**src/rtl/mem_arbiter.sv**
```systemverilog
// mem_arbiter
// Round-robin sequencer for the single 16-bit memory port shared by the
// instruction-fetch stage (IF) and the data-memory stage (DM). One access is
// in flight at a time: IDLE picks a requester, ACCESS drives the memory for
// WAIT+1 cycles, and RESP (reads only) captures the synchronous read data
// into the owner's read-data register.
//
// Parameters:
//   WAIT       extra memory cycles per access (0..15)
// Ports:
//   CLK        system clock, rising edge
//   RST        synchronous reset, active-high
//   IF_REQ     fetch read request, held until IF_GNT
//   IF_ADDR    fetch address
//   IF_GNT     one-cycle pulse, fetch request accepted
//   IF_RVALID  one-cycle pulse, IF_RDATA holds a new instruction
//   IF_RDATA   registered read data for fetch
//   DM_REQ     data request, held until DM_GNT
//   DM_WE      1 = write, 0 = read
//   DM_ADDR    data address
//   DM_WDATA   data write data
//   DM_GNT     one-cycle pulse, data request accepted
//   DM_RVALID  one-cycle pulse, DM_RDATA holds new read data
//   DM_RDATA   registered read data for the data stage
//   MEM_ADDR   memory address (holds its last value outside ACCESS)
//   MEM_WE     memory write strobe, final ACCESS cycle of a write only
//   MEM_WDATA  memory write data (holds its last value outside ACCESS)
//   MEM_RDATA  memory read data, valid the cycle after the final ACCESS cycle
//   BUSY       high whenever the sequencer is not IDLE
module mem_arbiter #(
  parameter int unsigned WAIT = 0
) (
  input  logic        CLK,
  input  logic        RST,
  input  logic        IF_REQ,
  input  logic [15:0] IF_ADDR,
  output logic        IF_GNT,
  output logic        IF_RVALID,
  output logic [15:0] IF_RDATA,
  input  logic        DM_REQ,
  input  logic        DM_WE,
  input  logic [15:0] DM_ADDR,
  input  logic [15:0] DM_WDATA,
  output logic        DM_GNT,
  output logic        DM_RVALID,
  output logic [15:0] DM_RDATA,
  output logic [15:0] MEM_ADDR,
  output logic        MEM_WE,
  output logic [15:0] MEM_WDATA,
  input  logic [15:0] MEM_RDATA,
  output logic        BUSY
);

  typedef enum logic [1:0] {
    IDLE,
    ACCESS,
    RESP
  } state_t;

  localparam logic OWN_IF = 1'b0;
  localparam logic OWN_DM = 1'b1;
  localparam logic [3:0] WAIT_CNT = WAIT[3:0];

  state_t     state;
  logic [3:0] cnt;
  logic       owner;
  logic       last;
  logic       cur_we;
  logic       pick_dm;

  // Arbitration decision for the IDLE cycle. A lone requester wins outright;
  // on a tie the requester that did not win last time gets the port, which is
  // what makes grants alternate while both stages keep asking.
  always_comb begin
    pick_dm = 1'b0;
    if (IF_REQ && DM_REQ) begin
      pick_dm = (last == OWN_IF);
    end else begin
      pick_dm = DM_REQ;
    end
  end

  // The whole sequencer lives in this one block so every output is a flop.
  // Pulses (GNT, RVALID, MEM_WE) default low each cycle and are only raised
  // on the edge that enters the cycle they belong to. MEM_ADDR and MEM_WDATA
  // double as the latched request, so they naturally hold outside ACCESS.
  // MEM_WE is set one edge early: on entry when WAIT is 0, otherwise when
  // the counter is about to reach 0, so it is high in the final cycle only.
  always_ff @(posedge CLK) begin
    if (RST) begin
      state     <= IDLE;
      cnt       <= 4'd0;
      owner     <= OWN_IF;
      last      <= OWN_IF;
      cur_we    <= 1'b0;
      IF_GNT    <= 1'b0;
      IF_RVALID <= 1'b0;
      IF_RDATA  <= 16'h0000;
      DM_GNT    <= 1'b0;
      DM_RVALID <= 1'b0;
      DM_RDATA  <= 16'h0000;
      MEM_ADDR  <= 16'h0000;
      MEM_WE    <= 1'b0;
      MEM_WDATA <= 16'h0000;
    end else begin
      IF_GNT    <= 1'b0;
      DM_GNT    <= 1'b0;
      IF_RVALID <= 1'b0;
      DM_RVALID <= 1'b0;
      MEM_WE    <= 1'b0;
      case (state)
        IDLE: begin
          if (IF_REQ || DM_REQ) begin
            owner <= pick_dm;
            last  <= pick_dm;
            cnt   <= WAIT_CNT;
            state <= ACCESS;
            if (pick_dm) begin
              MEM_ADDR  <= DM_ADDR;
              MEM_WDATA <= DM_WDATA;
              cur_we    <= DM_WE;
              DM_GNT    <= 1'b1;
              MEM_WE    <= DM_WE && (WAIT_CNT == 4'd0);
            end else begin
              MEM_ADDR  <= IF_ADDR;
              MEM_WDATA <= 16'h0000;
              cur_we    <= 1'b0;
              IF_GNT    <= 1'b1;
            end
          end
        end
        ACCESS: begin
          if (cnt == 4'd0) begin
            state <= cur_we ? IDLE : RESP;
          end else begin
            cnt    <= cnt - 4'd1;
            MEM_WE <= cur_we && (cnt == 4'd1);
          end
        end
        RESP: begin
          if (owner == OWN_DM) begin
            DM_RDATA  <= MEM_RDATA;
            DM_RVALID <= 1'b1;
          end else begin
            IF_RDATA  <= MEM_RDATA;
            IF_RVALID <= 1'b1;
          end
          state <= IDLE;
        end
        default: state <= IDLE;
      endcase
    end
  end

  assign BUSY = (state != IDLE);

endmodule

```
**config.mk**
```make
export PLATFORM = sky130hd
export DESIGN_NAME = mem_arbiter
export DESIGN_NICKNAME = d
export VERILOG_FILES = /design/src/rtl/mem_arbiter.sv
export SDC_FILE = /design/constraint.sdc
export NUM_CORES = 1
export LEC_CHECK = 0
export CORE_MARGIN = 4
export CORE_UTILIZATION = 36
export DETAILED_ROUTE_END_ITERATION = 12
export GPL_TIMING_DRIVEN = 0
export PLACE_DENSITY = 0.79
export SYNTH_ARGS = -nofsm -noshare
export SYNTH_HDL_FRONTEND = slang
export SYNTH_SLANG_ARGS = --single-unit
```
**constraint.sdc**
```tcl
create_clock -name CLK -period 1.5 [get_ports CLK]
set_input_delay 0.3 -clock CLK [delete_from_list [all_inputs] [get_ports CLK]]
set_output_delay 0.3 -clock CLK [all_outputs]
set_load 0.02 [all_outputs]
```
# Yosys cells after proc, flatten, opt, wreduce, memory -nomap -nowiden

Cells that the tools add are included.

Register bits: 77
Input port bits: 69
Output and inout port bits: 70
Logic and storage cells: 56

Add/subtract/negate cells: 1
Equality and inequality tests: 6
Multiplexer cells: 18
Bitwise logic cells: 4
Reductions and logical operators: 14

Operators with widths:

| cell                | count |
|---|---|
| $mux 16             | 2 |
| $mux 1              | 8 |
| $mux 4              | 2 |
| $pmux 4 s2          | 1 |
| $reduce_and 2->1    | 4 |
| $mux 2              | 3 |
| $ne 2x2->1 const B  | 3 |
| $eq 4x1->1 const B  | 1 |
| $logic_not 4->1     | 1 |
| $not 1->1           | 4 |
| $pmux 2 s2          | 1 |
| $reduce_bool 2->1   | 2 |
| $sub 4x1->4 const B | 1 |
| $reduce_and 3->1    | 1 |
| $reduce_or 3->1     | 1 |
| $eq 2x1->1 const B  | 1 |
| $eq 2x2->1 const B  | 1 |
| $logic_and 1x1->1   | 2 |
| $logic_not 2->1     | 1 |
| $pmux 1 s2          | 1 |
| $reduce_or 2->1     | 1 |
| $logic_or 1x1->1    | 1 |

# Depth between registers and ports, before layout

Gate-level depths: netlist of run 1.

Depth in word-level cells: 5
Mapped depth: 6
Depth with buffers taken out: 5

# Least setup slack after synthesis of run 1

No wires, ideal clock.

Path type: register to register
Start: reg state[0]
End: reg MEM_ADDR[10]
Setup time: 0.060 ns
Arrival time: 1.487 ns
Slack: -0.047 ns
Cell stages (with the launch flop): 7
Path buffers: 3
Period minus slack after synthesis: 1.547 ns
Cells stage by stage: dfxtp_1 > buf_6 > or3_1 > buf_6 > nor3b_4 > buf_6 > a221o_1

Longest elaborated chain between the ends: 2

RTL lines:

| what                       | line | text |
|---|---|---|
| start: declaration         | 64   | `state_t state;` |
| start signal: assignment   | 134  | `state <= cur_we ? IDLE : RESP;` |
| $logic_not 2->1            | 111  | `case (state)` |
| $reduce_and 2->1 (no line) | --   |  |
| end signal: assignment     | 102  | `MEM_ADDR <= 16'h0000;` |
| end signal: assignment     | 119  | `MEM_ADDR <= DM_ADDR;` |
| end signal: assignment     | 125  | `MEM_ADDR <= IF_ADDR;` |
| end: declaration           | 47   | `output logic [15:0] MEM_ADDR,` |

Every way passes these cells.
A chain may end at the register's enable or synchronous reset.

# Worst setup path in the final report of run 1

Start: reg state[0]
End: reg MEM_ADDR[14]

The elaborated chain is that of the path after synthesis.

==> results of run 1 <==
Yosys cell counts:
library cell / number
inv_1: 21
a21oi_2: 1
nor2_1: 5
o31ai_1: 1
o21ai_0: 2
nand2_1: 64
o221ai_1: 2
a211oi_1: 1
nor3b_4: 1
a21oi_1: 35
or2_2: 1
ha_1: 2
or4_1: 2
or3_1: 6
nand2b_1: 1
nor4b_1: 2
nor2_4: 1
nor3_1: 16
a2bb2oi_1: 1
a21bo_2: 1
and3b_1: 1
a22o_1: 16
buf_2: 3
clkbuf_1: 17
buf_6: 3
nand3b_1: 1
or3b_2: 1
a221o_1: 16
a21o_1: 1
nand3_1: 1
nor2b_1: 1
dfxtp_1: 77
a21boi_1: 2
nor3b_1: 1
nor3b_2: 1
critical path, cell delays in order (launching register included):
cell	delay, ns
dfxtp_4	0.36
or3_1	0.38
buf_6	0.15
nor3b_4	0.17
buf_6	0.14
buf_6	0.12
a221o_1	0.13
cell type report:
type | instances | share of cell area
flip-flops and latches | 77 | 0.3340
repair buffers | 150 | 0.3027
multi-input cells | 188 | 0.2547
clock buffers | 10 | 0.02967
well taps | 102 | 0.02752
plain buffers | 18 | 0.02617
inverters | 21 | 0.01699
clock inverters | 6 | 0.008363
routing by layer:
metal / vias up / part of all wire / global-route usage
met4: 0 / 0.022 / 0.06911
met3: 15 / 0.045 / 0.04254
met2: 73 / 0.52 / 0.3041
met5: - / 0 / 0
li1: 1385 / - / -
met1: 1294 / 0.42 / 0.2121
what timing repair did:
action,in CTS,in global routing
setup buffers,7,5
gates resized for setup,102,19
cloned,1,1
setup endpoints to repair,132,57
pin swaps,5,4
worst max path at each step:
stage                                endpoint  slack (ns)  cells after the start
floorplan           MEM_ADDR[10]$_SDFFE_PP0N_       -0.05                      6
detailed placement  MEM_WDATA[8]$_SDFFE_PP0N_       -0.69                      5
global route        MEM_ADDR[14]$_SDFFE_PP0N_       -0.05                      6
global placement    MEM_ADDR[15]$_SDFFE_PP0N_       -0.72                      5
finish              MEM_ADDR[14]$_SDFFE_PP0N_      -0.004                      6
CTS                 MEM_ADDR[14]$_SDFFE_PP0N_        -0.1                      5
power breakdown:
part,switching (µW),total [µW],internal [µW]
sequential,59.6,2220,2160
clock,753,1390,639
combinational,435,878,443
total,1250,4490,3240
logic make-up (layout without fill, tap and decap cells):
group	after synthesis	count (layout)	share of synthesized area
compound gates	79	79	0.2004
fa+ha+maj	2	2	0.008829
buf+inv	44	205	0.06755
simple gates	106	107	0.1793
flops	77	77	0.5439
registers in the layout (all words and copies together) (netlist names):
name / flops
DM_RDATA: 16
IF_GNT: 1
IF_RDATA: 16
IF_RVALID: 1
DM_GNT: 1
MEM_ADDR: 16
DM_RVALID: 1
state: 2
last: 1
MEM_WE: 1
MEM_WDATA: 16
cnt: 4
cur_we: 1
per-stage QoR:
step,area [µm²],hold WS (ns),instances
floorplan,2835,0.4163,308
global placement,4334,0.4303,547
detailed placement,4334,0.4471,547
global route,4638,0.4746,572
finish,4638,0.4542,572
CTS,4543,0.4536,567
==> summary.txt, run 1 <==
Critical path
  – RR Endpoint: MEM_ADDR[14]$_SDFFE_PP0N_
  – R2r setup slk: -0.004 ns
  – Crit. Startpoint: state[0]$_SDFFE_PP0P_
  – CP Capture Type: flip-flop
  – Worst reg2reg startpoint: state[0]$_SDFFE_PP0P_
  – Critical Path Source Type: flip-flop
  – Critical Setup Path Class: flip-flop to flip-flop
  – CP arrival: 1.78 ns
  – Critical Path RT: 1.78 ns
  – Crit-path max FO: 5
  – Worst Reg-to-Reg Cells: 6

Global routing
  – Initial antenna violation count: 0
  – Vias in the first global route: 2764
  – Tot GR Track Use: 0.1769
  – Largest net degree at the start of global routing: 14
  – First-pass GRT wire length: 13620 µm
  – Global route overflow: 0

STA
  – Post-layout minimum cycle time: 1.504 ns
  – Final setup fails: 1
  – Fin worst setup slack: -0.004284 ns
  – Layout Skew: 0.01268 ns
  – Relative slew slack: 0.6699
  – Worst Max-Slew Pin Slew: 0.4952 ns
  – Setup TNS: -0.004284 ns
  – Final hold violations: 0
  – Max Clk Rate: 0.6648 GHz
  – RSZ-0062 raised after global routing: yes
  – Crit share post-route: 1.003
  – Final Max Slew Viols: 0

Drt
  – Post-DRT Antenna Nets: 0
  – Total Routed Length: 8348 µm
  – Iteration-0 DRC Markers: 67
  – Residual DRC: 0
  – TritonRoute pass-1 iters: 4
  – Routed WL per cell: 14.59 µm
  – Vias: 2767
  – Vias per cell: 4.837

Synth
  – Synth area leaders: dfxtp_1, nand2_1, a21oi_1
  – Mapped Area: 0.002834 mm²
  – Yosys reg bits: 77
  – Synth top area share: 0.5439
  – Synth Area per Inst: 9.201 µm²
  – Post-Syn Instances: 308
  – Synthesis Warnings: 0
  – Synth cell types: 35
  – Synth area leader: dfxtp_1
  – Synth Net Count: 379
  – Sequential fraction of the synthesis area: 0.5439

Clocking
  – Clock slew at reported path FFs: 0.08 ns
  – H-tree depth: 3
  – Root buf cell: clkbuf_8
  – CTS Hold Bufs: 0
  – Clk sinks: 77
  – Clock buffer depth: 2
  – CTS tree: built
  – Clk_lat worst skew: 0.34 ns
  – CTS buffer count: 9

Power and ir drop
  – VDD IR-drop max: 440.9 µV
  – Power per cell area: 968.1 mW/mm²
  – Tot Pwr: 4490 µW
  – Leak: 0.002095 µW

Floorplan
  – Die ar.: 0.009356 mm²
  – Core area: 0.007687 mm²
  – # rows: 32
  – Die Ht: 96.73 µm
  – Initial Utilization: 0.3687
  – Die W: 96.73 µm
  – IO Pins: 139

Cells and area
  – Finished Core Util: 0.6034
  – Nets: 536
  – Area Growth Syn to Fin: 63.66%
  – Antenna cells: 0
  – Most frequent cells in the layout: dfxtp_1, dlygate4sd2_1, clkdlybuf4s50_1
  – Commonest non-fill, non-tap cell in the layout: dfxtp_1
  – Multi-input logic area: 0.001181 mm²
  – Ratio of cells with drive above 1 in the final layout: 0.1383
  – Reg area: 0.001549 mm²
  – # fillers: 723

Hold path
  – Worst min-delay path category: flip-flop to flip-flop
  – Hold worst-path end: DM_RDATA[6]$_SDFFE_PP0P_
  – Min-Delay Path Depth: 2
  – Hold path startpoint: DM_RDATA[6]$_SDFFE_PP0P_

Status
  – Outcome: finished with violations
  – Violated checks: negative setup slack

Placed design
  – # port buffers: 137
  – Worst slack, placed: -0.6900 ns
  – Final HPWL DP: 6193 µm
  – RD Place Congestion: 0.7651

Flow run
  – Maxcap violations: 0
(Power assumes the default switching activity.)
==> run 2, diff against run 1 <==
- CORE_MARGIN: 4 -> 5
- GPL_ROUTABILITY_DRIVEN: unset -> 0
==> summary.txt, run 2 (same netlist as run 1, synthesis figures left out) <==
Status
  – Outcome: finished clean

STA
  – Fin worst setup slack: 0.03282 ns
  – Crit share post-route: 0.9781
  – Final hold violations: 0
  – Final setup fails: 0
  – Post-layout minimum cycle time: 1.467 ns
  – Hold Slack: 0.4585 ns
  – Final Max Slew Viols: 0
  – Worst Max-Slew Pin Slew: 0.5454 ns
  – RSZ-0062 raised after global routing: yes
  – Max Clk Rate: 0.6816 GHz
  – Layout Skew: 0.01216 ns
  – Relative slew slack: 0.6364
  – Setup TNS: 0 ns

Hold path
  – Worst min-delay path category: flip-flop to flip-flop
  – Min-Delay Path Depth: 2

Critical path
  – Crit path cell chain: or3_4 > nor3b_4 > buf_6 > buf_6 > a221o_1
  – CP Depth: 5
  – Most used cell, CP: buf_6
  – Crit path largest cell delay: 0.43 ns
  – Worst Reg-to-Reg Cells: 5
  – Crit-path max FO: 5
  – Critical Path Source Type: flip-flop
  – Worst path slowest cell: or3_4
  – CP arrival: 1.75 ns
  – CP Capture Type: flip-flop
  – CP delay by family, top: simple AND/OR/NAND/NOR gates
  – Buffer and inverter count on the worst path: 2
  – Critical Path RT: 1.78 ns
  – Critical Setup Path Class: flip-flop to flip-flop

Power and ir drop
  – Power per cell area: 1009 mW/mm²
  – VDD IR-drop max: 550.3 µV
  – Leak: 0.002104 µW
  – Tot Pwr: 4713 µW

Global routing
  – First-pass GRT wire length: 13810 µm
  – Initial antenna violation count: 0
  – Tot GR Track Use: 0.1744
  – Largest net degree at the start of global routing: 18
  – Global route overflow: 0
  – Vias in the first global route: 2809

Drt
  – Post-DRT Antenna Nets: 0
  – Vias per cell: 4.897
  – TritonRoute pass-1 iters: 4
  – Vias: 2811
  – Iteration-0 DRC Markers: 88
  – Total Routed Length: 8805 µm
  – Residual DRC: 0
  – Routed WL per cell: 15.34 µm

Floorplan
  – Die W: 98.73 µm
  – Initial Utilization: 0.3687
  – IO Pins: 139
  – Die ar.: 0.009747 mm²
  – # rows: 32
  – Core area: 0.007687 mm²
  – Die Ht: 98.73 µm

Placed design
  – Post-Place Cells: 547
  – # port buffers: 137
  – Worst slack, placed: -0.7072 ns
  – Final HPWL DP: 6327 µm

Clocking
  – Clk sinks: 77
  – H-tree depth: 3
  – CTS buffer count: 9
  – Clk_lat worst skew: 0.35 ns
  – Clock buffer depth: 2
  – Clock slew at reported path FFs: 0.09 ns
  – Root buf cell: clkbuf_8
  – CTS tree: built

Cells and area
  – Ratio of cells with drive above 1 in the final layout: 0.1377
  – Reg area: 0.001554 mm²
  – Area Growth Syn to Fin: 64.86%
  – Non-filler instance count after layout: 574
  – Most frequent cells in the layout: dfxtp_1, dlygate4sd2_1, clkdlybuf4s50_1
  – # fillers: 695
  – Nets: 538
  – Multi-input logic area: 0.001159 mm²
  – Antenna cells: 0
  – Commonest non-fill, non-tap cell in the layout: dfxtp_1

Flow run
  – Maxcap violations: 0
## run 2: cell types whose count changed in the layout (fill, tap and decap cells not counted), moves of 2 or more
cell,before,now
or3_4,0,2
or3_1,6,4
nor3_1,12,16
buf_2,4,1
buf_6,9,5
clkinv_2,3,1
clkbuf_8,11,13
dfxtp_2,3,1
buf_4,8,18
dfxtp_4,1,3
nor3_2,4,0
## run 2: timing repair
action / 4_1_cts / 5_1_grt
setup endpoints to repair: 132 / 64
hold buffers: 0 / 0
pin swaps: 5 / 9
setup buffers: 8 / 8
gates cloned: 1 / 0
resized for setup: 102 / 23
## run 2: tightest hold or removal path: cells and delay by family, from the launching register on
| family | cells | cell delay, ns |
|---|---|---|
| flops | 1 | 0.32 |
| compound gates | 1 | 0.05 |
| simple gates | 1 | 0.05 |
## run 2: final timing paths
path                            startpoint                        end  slack [ns]
setup reg to reg     state[0]$_SDFFE_PP0P_  MEM_ADDR[13]$_SDFFE_PP0N_        0.03
setup / recovery     state[0]$_SDFFE_PP0P_  MEM_ADDR[13]$_SDFFE_PP0N_        0.03
hold reg to reg   DM_RDATA[4]$_SDFFE_PP0P_   DM_RDATA[4]$_SDFFE_PP0P_        0.46
hold / removal    DM_RDATA[4]$_SDFFE_PP0P_   DM_RDATA[4]$_SDFFE_PP0P_        0.46
## run 2: area by class of cell
cell class / instances / area share
buffer: 17 / 0.02651
inverter: 21 / 0.01687
timing repair buffer: 154 / 0.3037
clock inverter: 5 / 0.01259
sequential: 77 / 0.3326
tap: 102 / 0.02732
clock buffer: 11 / 0.03240
multi-input combinational: 187 / 0.2480
## run 2: per-layer routing
layer	GRT usage	vias up	wire length, µm
met3	0.03822	14	456
met5	0	-	0
li1	-	1387	-
met2	0.3053	82	4457
met4	0.06092	0	174
met1	0.2108	1328	3717
## run 2: power breakdown
part / switching (µW) / internal [µW]
sequential: 60.4 / 2160
combinational: 436 / 444
clock: 756 / 859
total: 1250 / 3460
## run 2: stage by stage
stage | instance area [µm²] | utilization
2_1_floorplan | 2835 | -
3_3_place_gp | 4334 | 0.5638
3_5_place_dp | 4334 | 0.5638
4_1_cts | 4594 | 0.5977
5_1_grt | 4672 | 0.6077
6_report | 4672 | 0.6077
